**src/rtl/branch_ctrl_pkg.sv**
```systemverilog
// Shared definitions for the branch resolution controller:
// B-type funct3 codes and the controller state encoding.
package branch_ctrl_pkg;

    localparam logic [2:0] F3_BEQ  = 3'b000;
    localparam logic [2:0] F3_BNE  = 3'b001;
    localparam logic [2:0] F3_BLT  = 3'b100;
    localparam logic [2:0] F3_BGE  = 3'b101;
    localparam logic [2:0] F3_BLTU = 3'b110;
    localparam logic [2:0] F3_BGEU = 3'b111;

    typedef enum logic [1:0] {
        ST_IDLE  = 2'd0,
        ST_EVAL  = 2'd1,
        ST_FLUSH = 2'd2
    } state_t;

endpackage

```
**src/rtl/branch_ctrl_cond.sv**
```systemverilog
// Combinational branch condition: compares the operands and decodes funct3
// into a taken condition plus an illegal-encoding flag.
module branch_cond_unit
    import branch_ctrl_pkg::*;
#(
    parameter int XLEN = 32
) (
    input  logic [2:0]      funct3,
    input  logic [XLEN-1:0] rs1,
    input  logic [XLEN-1:0] rs2,
    output logic            cond,
    output logic            illegal
);

    logic eq;
    logic lt;
    logic ltu;

    assign eq  = (rs1 == rs2);
    assign lt  = ($signed(rs1) < $signed(rs2));
    assign ltu = (rs1 < rs2);

    // funct3 decode; 010/011 are not branch encodings and never take
    always_comb begin
        cond    = 1'b0;
        illegal = 1'b0;
        case (funct3)
            F3_BEQ:  cond = eq;
            F3_BNE:  cond = !eq;
            F3_BLT:  cond = lt;
            F3_BGE:  cond = !lt;
            F3_BLTU: cond = ltu;
            F3_BGEU: cond = !ltu;
            default: illegal = 1'b1;
        endcase
    end

endmodule

```
**src/rtl/branch_ctrl.sv**
```systemverilog
// Branch resolution controller: accepts one decoded branch, evaluates it the
// following cycle, then drives redirect/flush and keeps taken statistics.
module branch_ctrl
    import branch_ctrl_pkg::*;
#(
    parameter int XLEN         = 32,
    parameter int FLUSH_CYCLES = 2,
    parameter int CNT_W        = 16
) (
    input  logic             clk,
    input  logic             rst_n,
    input  logic             br_valid,
    output logic             br_ready,
    input  logic [2:0]       br_funct3,
    input  logic [XLEN-1:0]  br_rs1,
    input  logic [XLEN-1:0]  br_rs2,
    input  logic [XLEN-1:0]  br_pc,
    input  logic [XLEN-1:0]  br_imm,
    output logic             res_valid,
    output logic             res_taken,
    output logic             redirect,
    output logic [XLEN-1:0]  redirect_pc,
    output logic             flush,
    output logic             err_funct3,
    output logic             err_misalign,
    output logic [CNT_W-1:0] cnt_taken,
    output logic [CNT_W-1:0] cnt_ntaken,
    input  logic             cnt_clr
);

    // Counter reloads with FLUSH_CYCLES-1 so FLUSH lasts exactly FLUSH_CYCLES.
    localparam logic [3:0] FLUSH_LOAD = 4'(FLUSH_CYCLES - 1);

    state_t            state, state_d;
    logic [3:0]        fcnt, fcnt_d;
    logic [2:0]        req_funct3;
    logic [XLEN-1:0]   req_rs1, req_rs2, req_pc, req_imm;
    logic [XLEN-1:0]   target;
    logic              cond, illegal;
    logic              accept;
    logic              res_valid_d, res_taken_d, redirect_d;
    logic              err_funct3_d, err_misalign_d;
    logic [XLEN-1:0]   redirect_pc_d;

    branch_cond_unit #(.XLEN(XLEN)) u_cond (
        .funct3  (req_funct3),
        .rs1     (req_rs1),
        .rs2     (req_rs2),
        .cond    (cond),
        .illegal (illegal)
    );

    // Target wraps modulo 2^XLEN by construction
    assign target   = req_pc + req_imm;
    assign br_ready = (state == ST_IDLE);
    assign flush    = (state == ST_FLUSH);

    // State, flush counter and registered result pulses
    always_ff @(posedge clk or negedge rst_n) begin
        if (!rst_n) begin
            state        <= ST_IDLE;
            fcnt         <= '0;
            res_valid    <= 1'b0;
            res_taken    <= 1'b0;
            redirect     <= 1'b0;
            err_funct3   <= 1'b0;
            err_misalign <= 1'b0;
            redirect_pc  <= '0;
        end else begin
            state        <= state_d;
            fcnt         <= fcnt_d;
            res_valid    <= res_valid_d;
            res_taken    <= res_taken_d;
            redirect     <= redirect_d;
            err_funct3   <= err_funct3_d;
            err_misalign <= err_misalign_d;
            redirect_pc  <= redirect_pc_d;
        end
    end

    // Next-state and next-output logic; pulses default low every cycle
    always_comb begin
        state_d        = state;
        fcnt_d         = fcnt;
        accept         = 1'b0;
        res_valid_d    = 1'b0;
        res_taken_d    = 1'b0;
        redirect_d     = 1'b0;
        err_funct3_d   = 1'b0;
        err_misalign_d = 1'b0;
        redirect_pc_d  = redirect_pc;
        case (state)
            ST_IDLE: begin
                if (br_valid) begin
                    accept  = 1'b1;
                    state_d = ST_EVAL;
                end
            end
            ST_EVAL: begin
                res_valid_d = 1'b1;
                state_d     = ST_IDLE;
                if (illegal) begin
                    err_funct3_d = 1'b1;
                end else if (cond) begin
                    res_taken_d = 1'b1;
                    if (target[1:0] != 2'b00) begin
                        // Misaligned target: report, but never redirect or flush
                        err_misalign_d = 1'b1;
                    end else begin
                        redirect_d    = 1'b1;
                        redirect_pc_d = target;
                        fcnt_d        = FLUSH_LOAD;
                        state_d       = ST_FLUSH;
                    end
                end
            end
            ST_FLUSH: begin
                if (fcnt == 4'd0) state_d = ST_IDLE;
                else              fcnt_d  = fcnt - 4'd1;
            end
            default: state_d = ST_IDLE;
        endcase
    end

    // Request capture, only on a valid/ready transfer
    always_ff @(posedge clk or negedge rst_n) begin
        if (!rst_n) begin
            req_funct3 <= '0;
            req_rs1    <= '0;
            req_rs2    <= '0;
            req_pc     <= '0;
            req_imm    <= '0;
        end else if (accept) begin
            req_funct3 <= br_funct3;
            req_rs1    <= br_rs1;
            req_rs2    <= br_rs2;
            req_pc     <= br_pc;
            req_imm    <= br_imm;
        end
    end

    // Saturating statistics, counted on the result pulse; clear wins
    always_ff @(posedge clk or negedge rst_n) begin
        if (!rst_n) begin
            cnt_taken  <= '0;
            cnt_ntaken <= '0;
        end else if (cnt_clr) begin
            cnt_taken  <= '0;
            cnt_ntaken <= '0;
        end else if (res_valid) begin
            if (res_taken) begin
                if (cnt_taken != '1) cnt_taken <= cnt_taken + 1'b1;
            end else begin
                if (cnt_ntaken != '1) cnt_ntaken <= cnt_ntaken + 1'b1;
            end
        end
    end

endmodule

```
**config.mk**
```make
export PLATFORM = sky130hd
export DESIGN_NAME = branch_ctrl
export DESIGN_NICKNAME = d
export VERILOG_FILES = /design/src/rtl/branch_ctrl_pkg.sv /design/src/rtl/branch_ctrl_cond.sv /design/src/rtl/branch_ctrl.sv
export SDC_FILE = /design/constraint.sdc
export NUM_CORES = 1
export LEC_CHECK = 0
export ABC_CLOCK_PERIOD_IN_PS = 3600
export BUFFER_PORTS_ARGS = -buffer_cell sky130_fd_sc_hd__buf_2
export CAP_MARGIN = 20
export CORE_MARGIN = 4
export CORE_UTILIZATION = 56
export DETAILED_ROUTE_END_ITERATION = 7
export MAX_ROUTING_LAYER = met4
export PLACE_DENSITY_LB_ADDON = 0.15
export SETUP_SLACK_MARGIN = 0.2
export SYNTH_ARGS = -nofsm -noshare
export SYNTH_HDL_FRONTEND = slang
export SYNTH_SLANG_ARGS = --single-unit
```
**constraint.sdc**
```tcl
create_clock -name clk -period 3.6 [get_ports clk]
set_input_delay 0.18 -clock clk [delete_from_list [all_inputs] [get_ports clk]]
set_output_delay 0.18 -clock clk [all_outputs]
set_load 0.02 [all_outputs]
```
==> results of run 1 <==
## cell usage after synthesis, drive strengths merged, types with 10 or more instances
master / count / area (µm²)
nor3: 13 / 70.1
a21oi: 37 / 189
nor2: 70 / 263
nand4: 19 / 119
nand3: 13 / 65.1
ha: 66 / 826
nand2: 76 / 285
dfrtp: 206 / 5150
nor2b: 10 / 62.6
clkbuf: 20 / 75.1
xor2: 34 / 298
o21ai: 55 / 279
mux2: 118 / 1400
a21o: 11 / 82.6
buf: 10 / 85.1
inv: 49 / 184
xnor2: 20 / 175
## cells in the final DEF (no fill, tap or decap), types with 4 or more instances in the layout
| cell type | count |
|---|---|
| mux2i_1 | 6 |
| buf_2 | 204 |
| inv_1 | 49 |
| a21o_1 | 11 |
| mux2_4 | 18 |
| o21ai_0 | 52 |
| clkbuf_1 | 5 |
| clkbuf_8 | 7 |
| dlygate4sd3_1 | 132 |
| o211ai_1 | 4 |
| a211o_1 | 4 |
| xor2_1 | 34 |
| a21oi_1 | 36 |
| and3_1 | 8 |
| nor3_1 | 12 |
| ha_1 | 66 |
| nand4_1 | 19 |
| buf_4 | 5 |
| dfrtp_1 | 206 |
| nor2_1 | 70 |
| clkbuf_16 | 23 |
| a211oi_1 | 8 |
| nand2b_1 | 4 |
| nand2_1 | 76 |
| a31oi_1 | 8 |
| xnor2_1 | 20 |
| o21a_1 | 5 |
| nor2b_1 | 10 |
| nand3_1 | 13 |
| mux2_2 | 100 |
## layout make-up
type | instances | area, µm² | area share
Timing Repair Buffer | 345 | 2450 | 0.178
Inverter | 49 | 184 | 0.0134
Clock buffer | 34 | 677 | 0.0492
Clock inverter | 5 | 75.1 | 0.00546
Multi-Input combinational cell | 639 | 4920 | 0.358
Antenna cell | 2 | 5.00 | 0.000364
Tap cell | 229 | 287 | 0.0208
Sequential cell | 206 | 5150 | 0.375
## sequential cells by signal (all words and copies together) (netlist names)
name and flops:
redirect_pc 32, req_imm 32, req_pc 32, req_rs1 32, req_rs2 32, cnt_ntaken 16, cnt_taken 16, fcnt 4
req_funct3 3, state 2, err_funct3 1, err_misalign 1, redirect 1, res_taken 1, res_valid 1
## repair_timing
action | CTS | global route
hold buffers | 132 | 0
pin swaps | 0 | 2
setup endpoints to repair | 1 | 3
gates resized for setup | 1 | 2
endpoints found under the hold margin | 250 | 0
## critical path: cells and delay by family, from the launching register on
kind / cells / cell delay, ns
and+or+nand+nor: 3 / 0.61
buffers and inverters: 1 / 0.08
DFF: 1 / 0.38
AOI/OAI and AO/OA: 6 / 1.57
adders and majority gates: 2 / 0.44
## metrics by stage
step | total power [mW] | area, µm² | worst slack, ns | instances
final | 11.4 | 13800 | 0.406 | 1509
after global routing | 12.2 | 13800 | 0.212 | 1509
after CTS | 11.4 | 13700 | 0.346 | 1507
after detailed placement | 8.86 | 11700 | 0.224 | 1336
after global placement | 8.74 | 11700 | 0.332 | 1336
after floorplan | 7.64 | 10400 | 0.675 | 924
## routing by layer
metal / up-vias / GRT usage / wire (µm)
li1: 3950 / - / -
met4: 0 / 0.0741 / 703
met5: - / - / 0
met3: 58 / 0.0430 / 1290
met1: 3899 / 0.298 / 10600
met2: 199 / 0.433 / 12700
## power by group
| group | internal [mW] | switching, mW |
|---|---|---|
| clock network | 1.43 | 0.898 |
| logic | 2.53 | 2.84 |
| registers | 3.18 | 0.491 |
## how the worst max path moves through the flow
| stage | endpoint | slack [ns] | cells after the start |
|---|---|---|---|
| floorplan | redirect_pc[28]$_DFFE_PN0P_ | 0.68 | 12 |
| detailed placement | redirect_pc[28]$_DFFE_PN0P_ | 0.22 | 12 |
| global placement | redirect_pc[28]$_DFFE_PN0P_ | 0.33 | 12 |
| global route | redirect_pc[24]$_DFFE_PN0P_ | 0.21 | 12 |
| finish | redirect_pc[24]$_DFFE_PN0P_ | 0.41 | 12 |
| CTS | redirect_pc[28]$_DFFE_PN0P_ | 0.35 | 12 |
## kinds of logic after synthesis
logic type	share of synthesized area
simple gates	0.107
flops	0.496
compound gates	0.0976
mux	0.140
buf+inv	0.0331
fa+ha+maj	0.0813
xor+xnor	0.0455
==> flow_metrics.py, run 1 <==
metrics = {
    "synth": {
        "syn_nets": 1126,
        "syn-cell-area_um2": 10400,
        "yosys_warnings": 0,
        "synth-main-ff-cell": "dfrtp_1",
        "seq_area_frac_synth": 0.496,
        "synth_cells": 924,
        "post_synth_num_cell_types": 66,
        "ys_ff_latch": 206,
        "avgSynthCellArea_um2": 11.3,
        "synth_edf_count": 0,
        "synthArstFlopShare": 1.00,
    },
    "clock_network": {
        "cts.root.buffer_cell": "clkbuf_16",
        "cts_tree": "built",
        "clkTransAtPathRegs_ns": 0.06,
        "clk_latency_ns": 0.50,
        "post_cts_buffers": 0,
        "cts_max_path_buffers": 3,
        "h-tree-depth": 1,
        "cts_sinks": 206,
        "cts_buffers": 23,
    },
    "min_path": {
        "min_to": "cnt_ntaken[11]$_DFFE_PN0P_",
        "min_from": "cnt_clr",
        "hold_path_class": "input pin to flip-flop",
        "hold_depth": 2,
    },
    "detailed_routing": {
        "drcViolationCount": 0,
        "drt-pass1-iter-count": 4,
        "wl_um": 25300,
        "post_drt_via_cell_ratio": 5.37,
        "ant_nets": 0,
        "drtIter0Drc": 309,
        "routed-via-count": 8106,
        "avgRoutedWirePerCell_um": 16.7,
    },
    "timing": {
        "final_hold_viol_count": 0,
        "rsz0062_at_grt": "false",
        "post-route-period-util": 0.887,
        "post-route-min-period_ns": 3.19,
        "report.final.slew_viol_count": 0,
        "hold-worst-slack_ns": 0.209,
        "fin_skew_ns": 0.00749,
        "fin_tns_setup_ns": 0,
        "setup_viol": 0,
        "fmax_mhz": 313,
        "worstMarginPinSlew_ns": 0.962,
        "max_slew_margin": 0.359,
    },
    "grt": {
        "antenna_found_initial": 2,
        "grt_pass1_wl_um": 40900,
        "first_global_vias": 8410,
        "grt_util_all_layers": 0.249,
        "grt_max_degree": 123,
        "overflow": 0,
    },
    "power": {
        "p_leak_nw": 6.55,
        "ir_drop_uv": 632,
        "p_per_area_nw_per_um2": 827,
    },
    "setup_path": {
        "crit_required_ns": 3.98,
        "max_stage_delay_ns": 0.51,
        "cp_slowest_cell": "o31ai_1",
        "cp-start-kind": "flip-flop",
        "reg2reg_from": "req_pc[0]$_DFFE_PN0P_",
        "crit_start": "req_pc[0]$_DFFE_PN0P_",
        "r2r_slack_ns": 0.41,
        "crit_type": "flip-flop to flip-flop",
        "path_max_fanout": 4,
        "worstPathArrival_ns": 3.58,
        "rr_worst_depth": 12,
        "cp_cell_sequence": "ha_1 -> inv_1 -> fa_1 -> nor2b_1 -> o21ai_1 -> a21boi_2 -> o31ai_1 -> a2111oi_4 -> o211ai_1 -> nand2_1 -> or4_1 -> a41o_1",
        "rr_endpoint": "redirect_pc[24]$_DFFE_PN0P_",
        "crit_path_end_kind": "flip-flop",
    },
    "placed_design": {
        "place_hpwl_um": 15700,
        "place_congestion": 0.826,
        "io_buffer_count": 205,
    },
    "die": {
        "io_pins": 206,
        "rows": 49,
        "die_area_um2": 20800,
        "initial_core_util": 0.575,
        "die_h_um": 144,
        "core-area_um2": 18100,
        "die_width_um": 144,
    },
    "run": {
        "cap_viol_max_count": 0,
    },
    "finish": {
        "syn_to_final_growth_pct": 32.3,
        "nNetsFinal": 1466,
        "fillers": 1155,
        "drive_above_1_share": 0.296,
        "post-route-util": 0.760,
    },
    "outcome": {
        "status": "complete, no violations",
    },
}
(Power assumes the default switching activity.)
==> inputs of run 2 (changes only) <==
--- a/config.mk
+++ b/config.mk
@@ -5,11 +5,11 @@
 export SDC_FILE = /design/constraint.sdc
 export NUM_CORES = 1
 export LEC_CHECK = 0
-export ABC_CLOCK_PERIOD_IN_PS = 3600
+export ABC_CLOCK_PERIOD_IN_PS = 2700
 export BUFFER_PORTS_ARGS = -buffer_cell sky130_fd_sc_hd__buf_2
 export CAP_MARGIN = 20
 export CORE_MARGIN = 4
-export CORE_UTILIZATION = 56
+export CORE_UTILIZATION = 50
 export DETAILED_ROUTE_END_ITERATION = 7
 export MAX_ROUTING_LAYER = met4
 export PLACE_DENSITY_LB_ADDON = 0.15
==> constraint.sdc (replaced) <==
create_clock -name clk -period 2.7 [get_ports clk]
set_input_delay 0.135 -clock clk [delete_from_list [all_inputs] [get_ports clk]]
set_output_delay 0.135 -clock clk [all_outputs]
set_load 0.02 [all_outputs]
==> run 2 against run 1 <==
Effect of this change: the run now ends with negative setup slack left; largest power group unchanged; die area increased by 11%; hold slack got worse by 0.18 ns; combinational power increased by 69%; worst setup slack got worse by 0.77 ns; register-to-register slack got worse by 0.77 ns; utilization decreased by 2.1 points; count of clock-buffer cells in the layout increased by 5; maximum frequency increased by 4.3%; via count increased by 4.1%; flip-flop and latch count unchanged.
==> flow_metrics.py, run 2 (synthesis gave the netlist of run 1 again) <==
metrics = {
    "placed_design": {
        "place_ws_ns": -0.340,
        "dpl_cell_area_um2": 12200,
        "place_hpwl_um": 16900,
        "io_buffer_count": 205,
        "place_congestion": 0.851,
    },
    "setup_path": {
        "cp_cell_sequence": "ha_1 -> a21oi_1 -> o21ai_0 -> a2bb2oi_2 -> a31oi_4 -> or3b_1 -> a211o_1 -> a21boi_4 -> buf_12 -> buf_12 -> buf_8 -> nor2_1 -> a31oi_1",
        "r2r_slack_ns": -0.36,
        "crit_required_ns": 3.10,
        "path_max_fanout": 7,
        "crit_type": "flip-flop to flip-flop",
        "cp_slowest_cell": "dfrtp_1",
        "reg2reg_from": "req_rs1[7]$_DFFE_PN0P_",
        "crit_path_end_kind": "flip-flop",
        "rr_worst_depth": 13,
        "max_stage_delay_ns": 0.40,
        "cp-start-kind": "flip-flop",
        "rr_endpoint": "redirect_pc[30]$_DFFE_PN0P_",
        "worstPathArrival_ns": 3.46,
        "crit_top_cell": "buf_12",
    },
    "finish": {
        "final_common_cell": "dfrtp_1",
        "antenna-diode-count": 0,
        "post-route-util": 0.739,
        "most-common-layout-cells": "206 x dfrtp_1, 204 x buf_2, 132 x dlygate4sd3_1",
        "drive_above_1_share": 0.381,
        "fin_area_um2": 15000,
        "syn_to_final_growth_pct": 44.7,
        "nNetsFinal": 1553,
    },
    "detailed_routing": {
        "routed-via-count": 8435,
        "drtIter0Drc": 283,
        "drcViolationCount": 0,
        "drt-pass1-iter-count": 4,
        "post_drt_via_cell_ratio": 5.15,
        "wl_um": 27000,
        "ant_nets": 0,
        "avgRoutedWirePerCell_um": 16.5,
    },
    "clock_network": {
        "h-tree-depth": 1,
        "clk_latency_ns": 0.51,
        "cts_sinks": 206,
        "clkTransAtPathRegs_ns": 0.06,
        "cts_tree": "built",
        "cts_buffers": 24,
        "cts_max_path_buffers": 3,
        "cts.root.buffer_cell": "clkbuf_16",
    },
    "min_path": {
        "min_from": "cnt_clr",
        "hold_depth": 2,
        "hold_path_class": "input pin to flip-flop",
        "min_to": "cnt_taken[4]$_DFFE_PN0P_",
    },
    "timing": {
        "worstMarginPinSlew_ns": 0.681,
        "final_hold_viol_count": 0,
        "post-route-period-util": 1.13,
        "post-route-min-period_ns": 3.06,
        "fin_skew_ns": 0.0193,
        "rsz0062_at_grt": "true",
        "fmax_mhz": 326,
        "fin_ws_ns": -0.363,
        "setup_viol": 38,
        "report.final.slew_viol_count": 0,
        "max_slew_margin": 0.546,
    },
    "outcome": {
        "status": "finished, violations left",
        "violations": "negative setup slack",
    },
    "die": {
        "initial_core_util": 0.511,
        "die_width_um": 152,
        "io_pins": 206,
        "die_h_um": 152,
        "die_area_um2": 23200,
        "rows": 52,
        "core-area_um2": 20400,
    },
    "power": {
        "p_total_mw": 17.3,
        "p_leak_nw": 7.09,
        "p_per_area_nw_per_um2": 1150,
        "ir_drop_uv": 811,
    },
    "run": {
        "cap_viol_max_count": 0,
    },
    "grt": {
        "overflow": 0,
        "first_global_vias": 8825,
        "grt_pass1_wl_um": 44400,
        "grt_max_degree": 118,
        "antenna_found_initial": 0,
        "grt_util_all_layers": 0.235,
    },
}
[run 2: timing repair]
| item | in CTS | in global routing |
|---|---|---|
| endpoints found under the setup margin | 39 | 46 |
| endpoints found under the hold margin | 209 | 0 |
| hold buffers | 132 | 0 |
| pin swaps | 31 | 30 |
| gates cloned | 5 | 0 |
| buffers inserted | 20 | 6 |
| gates resized for setup | 39 | 52 |
[run 2: layout make-up]
type	count	area, µm²
sequential	206	5150
clock inverter	5	75.1
tap	270	338
clock buffer	39	728
multi-input combinational	639	5280
inverter	49	184
timing repair buffer	431	3290
fill	1385	5320
[run 2: how the worst max path moves through the flow]
stage | startpoint | endpoint
floorplan | req_rs1[27]$_DFFE_PN0P_ | redirect_pc[20]$_DFFE_PN0P_
global placement | req_rs1[27]$_DFFE_PN0P_ | redirect_pc[15]$_DFFE_PN0P_
detailed placement | req_rs1[27]$_DFFE_PN0P_ | redirect_pc[14]$_DFFE_PN0P_
CTS | req_rs2[27]$_DFFE_PN0P_ | redirect_pc[10]$_DFFE_PN0P_
global route | req_rs1[7]$_DFFE_PN0P_ | redirect_pc[30]$_DFFE_PN0P_
finish | req_rs1[7]$_DFFE_PN0P_ | redirect_pc[30]$_DFFE_PN0P_
[run 2: power by group]
part	internal, mW	switching, mW	leakage [nW]
Clock	2.03	1.26	0.395
Sequential	4.24	0.715	2.53
Combinational	4.65	4.44	4.17
[run 2: critical path, delay by kind of cell (launching register included)]
kind	cells	cell delay [ns]
buf+inv	3	0.43
simple gates	2	0.40
fa+ha+maj	1	0.35
flops	1	0.40
compound gates	7	1.36
[run 2: stage by stage]
step | TNS [ns] | cells | hold WS, ns
detailed placement | -10.13 | 1432 | 0.224
finish | -10.48 | 1639 | 0.0285
floorplan | -3.69 | 924 | -0.161
global route | -13.59 | 1639 | 0.0466
CTS | -10.21 | 1633 | 0.00606
global placement | -7.29 | 1432 | 0.220
[run 2: layer usage]
metal	wire length, µm	GRT usage
met3	1380	0.0500
met5	0	-
met2	13700	0.400
met4	688	0.0561
met1	11300	0.290
